===== config.mk =====
export PLATFORM = sky130hd
export DESIGN_NAME = dot_product_acc_flat
export DESIGN_NICKNAME = d
export VERILOG_FILES = /design/src/rtl/dot_product_acc_if.sv /design/src/rtl/dot_product_acc.sv /design/src/flat_wrapper.sv
export SDC_FILE = /design/constraint.sdc
export NUM_CORES = 1
export LEC_CHECK = 0
export CAP_MARGIN = 15
export CELL_PAD_IN_SITES_DETAIL_PLACEMENT = 0
export CELL_PAD_IN_SITES_GLOBAL_PLACEMENT = 2
export CORE_ASPECT_RATIO = 1.5
export CORE_MARGIN = 1
export CORE_UTILIZATION = 39
export CTS_CLUSTER_SIZE = 10
export DETAILED_ROUTE_END_ITERATION = 10
export GPL_TIMING_DRIVEN = 1
export MAX_ROUTING_LAYER = met4
export PLACE_DENSITY = 0.79
export SYNTH_ARGS = -nofsm -noshare
export SYNTH_HDL_FRONTEND = slang
export SYNTH_SLANG_ARGS = --single-unit

===== constraint.sdc =====
create_clock -name clk_i -period 6.4 [get_ports clk_i]
set_input_delay 1.28 -clock clk_i [delete_from_list [all_inputs] [get_ports clk_i]]
set_output_delay 1.28 -clock clk_i [all_outputs]
set_load 0.05 [all_outputs]

===== src/rtl/dot_product_acc_if.sv =====
// rtl/dot_product_acc_if.sv - beat-in / group-result-out handshake bundle for dot_product_acc
`timescale 1ns/1ps
interface dot_product_acc_if #(
  parameter int IN_SIZE_0  = 4,
  parameter int IN_SIZE_1  = 8,
  parameter int ARRAY_SIZE = 8,
  parameter int ACC_SIZE   = 32
);
  logic                                 in_valid_i;
  logic                                 in_ready_o;
  logic                                 in_last_i;
  logic                                 signed_0_i;
  logic                                 signed_1_i;
  logic [ARRAY_SIZE-1:0][IN_SIZE_0-1:0] in_0_i;
  logic [ARRAY_SIZE-1:0][IN_SIZE_1-1:0] in_1_i;
  logic                                 out_valid_o;
  logic                                 out_ready_i;
  logic [ACC_SIZE-1:0]                  out_o;
  logic                                 out_ovf_o;

  modport slave (
    input  in_valid_i, in_last_i, signed_0_i, signed_1_i, in_0_i, in_1_i, out_ready_i,
    output in_ready_o, out_valid_o, out_o, out_ovf_o
  );

  modport master (
    output in_valid_i, in_last_i, signed_0_i, signed_1_i, in_0_i, in_1_i, out_ready_i,
    input  in_ready_o, out_valid_o, out_o, out_ovf_o
  );
endinterface


===== src/rtl/dot_product_acc.sv =====
// rtl/dot_product_acc.sv - pipelined signed/unsigned dot-product MAC with per-group accumulation
// Optional feature macro: ACC_SATURATE_EN (clamp the accumulator on overflow instead of wrapping).
`timescale 1ns/1ps
module dot_product_acc #(
  parameter int IN_SIZE_0  = 4,
  parameter int IN_SIZE_1  = 8,
  parameter int ARRAY_SIZE = 8,
  parameter int ACC_SIZE   = 32
) (
  input  logic              clk_i,
  input  logic              rst_i,
  dot_product_acc_if.slave  bus
);
  localparam int PROD_SIZE = IN_SIZE_0 + IN_SIZE_1 + 2;
  localparam int DOT_SIZE  = PROD_SIZE + $clog2(ARRAY_SIZE);

  logic stall, in_ready_c, accept;

  // S0: captured operands
  logic                                 v0_q, last0_q, sg0_q, sg1_q;
  logic [ARRAY_SIZE-1:0][IN_SIZE_0-1:0] a_q;
  logic [ARRAY_SIZE-1:0][IN_SIZE_1-1:0] b_q;
  // S1: lane products
  logic                                 v1_q, last1_q;
  logic [ARRAY_SIZE-1:0][PROD_SIZE-1:0] prod_c, prod1_q;
  // S2: exact lane sum
  logic                                 v2_q, last2_q;
  logic signed [DOT_SIZE-1:0]           dot_c, dot2_q;
  // S3: accumulator and result
  logic signed [ACC_SIZE-1:0]           acc_q, dot_ext, sum_c, acc_next;
  logic                                 ovf_q, ovf_c;
  logic [ACC_SIZE-1:0]                  out_q;
  logic                                 out_valid_q, out_ovf_q;

  assign stall      = out_valid_q && !bus.out_ready_i;
  assign in_ready_c = !stall && !rst_i;
  assign accept     = bus.in_valid_i && in_ready_c;

  for (genvar i = 0; i < ARRAY_SIZE; i++) begin : g_lane
    logic signed [PROD_SIZE-1:0] ea, eb;
    assign ea = PROD_SIZE'($signed({sg0_q & a_q[i][IN_SIZE_0-1], a_q[i]}));
    assign eb = PROD_SIZE'($signed({sg1_q & b_q[i][IN_SIZE_1-1], b_q[i]}));
    assign prod_c[i] = ea * eb;
  end

  always_comb begin
    dot_c = '0;
    for (int i = 0; i < ARRAY_SIZE; i++) begin
      dot_c = dot_c + DOT_SIZE'($signed(prod1_q[i]));
    end
  end

  // Signed overflow: operands agree in sign but the sum does not.
  assign dot_ext = ACC_SIZE'(dot2_q);
  assign sum_c   = acc_q + dot_ext;
  assign ovf_c   = (acc_q[ACC_SIZE-1] == dot_ext[ACC_SIZE-1]) &&
                   (sum_c[ACC_SIZE-1] != acc_q[ACC_SIZE-1]);

`ifdef ACC_SATURATE_EN
  assign acc_next = !ovf_c ? sum_c :
                    acc_q[ACC_SIZE-1] ? {1'b1, {(ACC_SIZE-1){1'b0}}}
                                      : {1'b0, {(ACC_SIZE-1){1'b1}}};
`else
  assign acc_next = sum_c;
`endif

  always_ff @(posedge clk_i) begin
    if (rst_i) begin
      v0_q <= 1'b0; last0_q <= 1'b0; sg0_q <= 1'b0; sg1_q <= 1'b0;
      a_q <= '0; b_q <= '0;
      v1_q <= 1'b0; last1_q <= 1'b0; prod1_q <= '0;
      v2_q <= 1'b0; last2_q <= 1'b0; dot2_q <= '0;
      acc_q <= '0; ovf_q <= 1'b0;
      out_q <= '0; out_valid_q <= 1'b0; out_ovf_q <= 1'b0;
    end else if (!stall) begin
      v0_q    <= accept;
      last0_q <= bus.in_last_i;
      sg0_q   <= bus.signed_0_i;
      sg1_q   <= bus.signed_1_i;
      a_q     <= bus.in_0_i;
      b_q     <= bus.in_1_i;

      v1_q    <= v0_q;
      last1_q <= v0_q & last0_q;
      prod1_q <= prod_c;

      v2_q    <= v1_q;
      last2_q <= last1_q;
      dot2_q  <= dot_c;

      // Not stalled means any held result is being consumed this cycle.
      out_valid_q <= v2_q && last2_q;
      if (v2_q) begin
        if (last2_q) begin
          out_q     <= acc_next;
          out_ovf_q <= ovf_q | ovf_c;
          acc_q     <= '0;
          ovf_q     <= 1'b0;
        end else begin
          acc_q <= acc_next;
          ovf_q <= ovf_q | ovf_c;
        end
      end
    end
  end

  assign bus.in_ready_o  = in_ready_c;
  assign bus.out_valid_o = out_valid_q;
  assign bus.out_o       = out_q;
  assign bus.out_ovf_o   = out_ovf_q;
endmodule


===== src/flat_wrapper.sv =====
// flat-port wrapper written by rule: the top's interface ports become plain ports
module dot_product_acc_flat 
#(
  parameter int IN_SIZE_0  = 4,
  parameter int IN_SIZE_1  = 8,
  parameter int ARRAY_SIZE = 8,
  parameter int ACC_SIZE   = 32
)
  (clk_i, rst_i, bus_in_valid_i, bus_in_last_i, bus_signed_0_i, bus_signed_1_i, bus_in_0_i, bus_in_1_i, bus_out_ready_i, bus_in_ready_o, bus_out_valid_o, bus_out_o, bus_out_ovf_o);
  dot_product_acc_if #(.IN_SIZE_0(IN_SIZE_0), .IN_SIZE_1(IN_SIZE_1), .ARRAY_SIZE(ARRAY_SIZE), .ACC_SIZE(ACC_SIZE)) bus_i ();
  input  logic clk_i;
  input  logic rst_i;
  input wire logic [$bits(bus_i.in_valid_i)-1:0] bus_in_valid_i;
  input wire logic [$bits(bus_i.in_last_i)-1:0] bus_in_last_i;
  input wire logic [$bits(bus_i.signed_0_i)-1:0] bus_signed_0_i;
  input wire logic [$bits(bus_i.signed_1_i)-1:0] bus_signed_1_i;
  input wire logic [$bits(bus_i.in_0_i)-1:0] bus_in_0_i;
  input wire logic [$bits(bus_i.in_1_i)-1:0] bus_in_1_i;
  input wire logic [$bits(bus_i.out_ready_i)-1:0] bus_out_ready_i;
  output wire logic [$bits(bus_i.in_ready_o)-1:0] bus_in_ready_o;
  output wire logic [$bits(bus_i.out_valid_o)-1:0] bus_out_valid_o;
  output wire logic [$bits(bus_i.out_o)-1:0] bus_out_o;
  output wire logic [$bits(bus_i.out_ovf_o)-1:0] bus_out_ovf_o;
  assign bus_i.in_valid_i = bus_in_valid_i;
  assign bus_i.in_last_i = bus_in_last_i;
  assign bus_i.signed_0_i = bus_signed_0_i;
  assign bus_i.signed_1_i = bus_signed_1_i;
  assign bus_i.in_0_i = bus_in_0_i;
  assign bus_i.in_1_i = bus_in_1_i;
  assign bus_i.out_ready_i = bus_out_ready_i;
  assign bus_in_ready_o = bus_i.in_ready_o;
  assign bus_out_valid_o = bus_i.out_valid_o;
  assign bus_out_o = bus_i.out_o;
  assign bus_out_ovf_o = bus_i.out_ovf_o;
  dot_product_acc #(.IN_SIZE_0(IN_SIZE_0), .IN_SIZE_1(IN_SIZE_1), .ARRAY_SIZE(ARRAY_SIZE), .ACC_SIZE(ACC_SIZE)) u_core (.clk_i(clk_i), .rst_i(rst_i), .bus(bus_i));
endmodule

==> flow_summary.json <==
{
  "status": "finished, final reports clean",
  "initial_core_util_pct": 39.6,
  "crit_path_max_fanout": 3,
  "dp.final_hpwl_mm": 55.1,
  "drive_gt1_share_pct": 4.69,
  "ys_ff_latch": 300,
  "root_buffer": "clkbuf_16",
  "synth_top_area_cell": "fa_1",
  "clk_latency_ps": 580,
  "syn2layout_area_growth_pct": 11.9,
  "grtUsageTotal_pct": 21.0,
  "ys_warn_count": 0,
  "cts_tree": "built",
  "async_flop_share_pct": 0,
  "fillers": 6968,
  "synth_area_leaders": "fa_1, dfxtp_1, ha_1, nand2_1, inv_1",
  "synth_fp_nets": 3899,
  "holdPathStages": 2,
  "p_per_area_nw_per_um2": 199,
  "switching_share_pct": 34.1,
  "dpl-instance-area_um2": 29600,
  "fin_area_um2": 30700,
  "grt_pass1_vias": 22400,
  "power_frac_comb_pct": 30.8,
  "die_h_um": 327,
  "p_total_mw": 6.11,
  "avgSynthCellArea_um2": 8.46,
  "yosysTopAreaCellShare_pct": 22.8,
  "setup_ws_ps": 357,
  "cts.reportedPaths.clkPinSlew_ps": 60,
  "skew_ps": 20.0,
  "pwr-share-seq_pct": 35.6,
  "cts_hold_buf": 0,
  "power.leakage_nw": 13.9,
  "hold_slack_ps": 449,
  "maxSlewHeadroom_pct": 31.7,
  "drt.antenna.violating_nets": 0,
  "hp-class": "register to register",
  "ys.flop_type": "dfxtp_1",
  "post-route-drc-count": 0,
  "worst_pin_slew_ps": 1020,
  "synth_common_cells": "nand2_1, inv_1, fa_1",
  "cap_viol_max_count": 0,
  "die_w_um": 219,
  "synthCells": 3243,
  "antenna_found_initial": 1,
  "grt_overflow": 0,
  "max-clock-path-buffers": 3,
  "cts_resized": 0,
  "drt_iter0_drc": 878,
  "core-area_um2": 69200,
  "drt_wl_total_mm": 70.6,
  "worstSetupEndpointType": "register",
  "finalHoldViolCount": 0,
  "die_area_um2": 71400,
  "drt-wirelength-per-cell_um": 16.8,
  "vias_per_cell": 5.14,
  "period_needed_ps": 6040,
  "clock_sinks": 300,
  "dp.cells": 4151,
  "yosysMostFrequentCell": "nand2_1",
  "final_util_pct": 44.3,
  "r2r_cells": 24,
  "clockPowerShare_pct": 33.6,
  "rows": 118,
  "cts_buffers": 38,
  "worstSetupStartpointType": "register",
  "max_clock_freq_mhz": 165,
  "intPower_mw": 4.03,
  "dp_worst_setup_slack_ps": 202,
  "netlist_area_um2": 27400,
  "grt_max_degree": 157,
  "synth_cell_types": 64,
  "critical_path_class": "register to register",
  "fin_crit_sh_pct": 94.4,
  "peakVddDrop_uv": 175,
  "netSwitchingPower_mw": 2.08,
  "maxSlewViolCount": 0,
  "gp_congestion": 0.860,
  "layout.cells.non_filler": 4209,
  "io_buffers": 137,
  "first_pass_iters": 5,
  "h-tree-depth": 2,
  "finalSetupTns_ps": 0,
  "io_pins": 138,
  "crit_required_ps": 6890,
  "post_cts_buffers": 0,
  "synth_edf_count": 0,
  "vias": 21600,
  "grt_pass1_wl_mm": 117,
  "synth.yosys.seq_area_share_pct": 21.9,
  "worstPathArrival_ps": 6540,
  "fin_nets": 3947,
  "setup_viol": 0
}
## cells by family after synthesis
| family | Yosys count | share of synthesized area (%) |
|---|---|---|
| flops | 300 | 21.9 |
| xor+xnor | 110 | 3.56 |
| mux | 4 | 0.146 |
| compound gates | 566 | 12.6 |
| simple gates | 1140 | 20.2 |
| buf+inv | 570 | 7.80 |
| fa+ha+maj | 553 | 33.8 |
## routing by layer
metal / up-vias / global-route usage (%) / share of wire, %
met5: - / - / 0
met3: 87 / 2.16 / 2.5
met2: 243 / 38.3 / 53
met1: 10600 / 24.0 / 42
met4: 0 / 5.62 / 2.5
li1: 10700 / - / -
## flip-flops by register name (all words and copies together), names as in the netlist
signal	cells
u_core.sg0_q	1
u_core.last2_q	1
u_core.bus.out_valid_o	1
u_core.v1_q	1
u_core.last0_q	1
u_core.bus.out_ovf_o	1
u_core.v0_q	1
u_core.bus.out_o	32
u_core.ovf_q	1
u_core.b_q	64
u_core.acc_q	32
u_core.last1_q	1
u_core.v2_q	1
u_core.sg1_q	1
u_core.a_q	32
u_core.dot2_q	17
u_core.prod1_q	112
## layout make-up
cell class / count / area (um^2) / area share [%]
clock buffers: 49 / 1020 / 3.33
well taps: 900 / 1130 / 3.67
clock inverters: 7 / 106 / 0.346
repair buffers: 153 / 1520 / 4.95
inverters: 425 / 1600 / 5.20
multi-input cells: 2373 / 19300 / 62.9
flip-flops and latches: 300 / 6010 / 19.6
diodes: 2 / 5.00 / 0.0163
## worst max-delay path: stages, from the launching register on
cell and delay [ps]:
dfxtp_1 320, inv_1 60, fa_1 520, inv_1 40, ha_1 200, fa_1 460
a21o_1 180, a21oi_1 220, nor2b_1 70, o21a_1 180, nor3_1 230, o31ai_1 180
o41ai_2 320, xnor2_1 130, fa_1 490, inv_1 50, fa_1 490, inv_1 50
fa_1 430, ha_1 220, or3_1 310, o31ai_1 320, o21ai_0 180, xnor2_1 150
o31ai_1 170
## final timing paths
check,from,endpoint,slack (ps)
min,u_core.prod1_q[1]$_SDFFE_PP0N_,u_core.prod1_q[1]$_SDFFE_PP0N_,450
max reg2reg,u_core.prod1_q[1]$_SDFFE_PP0N_,u_core.dot2_q[16]$_SDFFE_PP0N_,360
min reg2reg,u_core.prod1_q[1]$_SDFFE_PP0N_,u_core.prod1_q[1]$_SDFFE_PP0N_,450
max,u_core.prod1_q[1]$_SDFFE_PP0N_,u_core.dot2_q[16]$_SDFFE_PP0N_,360
## placed cells by master, fill, tap and decap left out, drive strengths merged, types with 14 or more instances in the layout
cell           count
a21o              29
nand4             20
xnor2             91
and2             150
a21oi            266
and3              31
a22oi             20
nor4b             17
buf               17
or2               58
clkbuf            49
o21ai             87
xor2              18
a22o              21
fa               313
ha               240
nor2b             26
o21a              15
or4               17
nand3             96
a31oi             23
nor2             107
clkdlybuf4s50    136
nand2            517
dfxtp            300
nor4              14
inv              427
nor3              44
## power groups by stage
stage | registers [mW] | logic, mW | clock network [mW]
final | 2.18 | 1.88 | 2.05
after global routing | 2.20 | 2.17 | 2.19
after CTS | 2.18 | 1.90 | 2.13
after detailed placement | 2.22 | 1.89 | 0
after global placement | 2.22 | 1.85 | 0
after floorplan | 2.12 | 1.45 | 0
(Power assumes the default switching activity.)
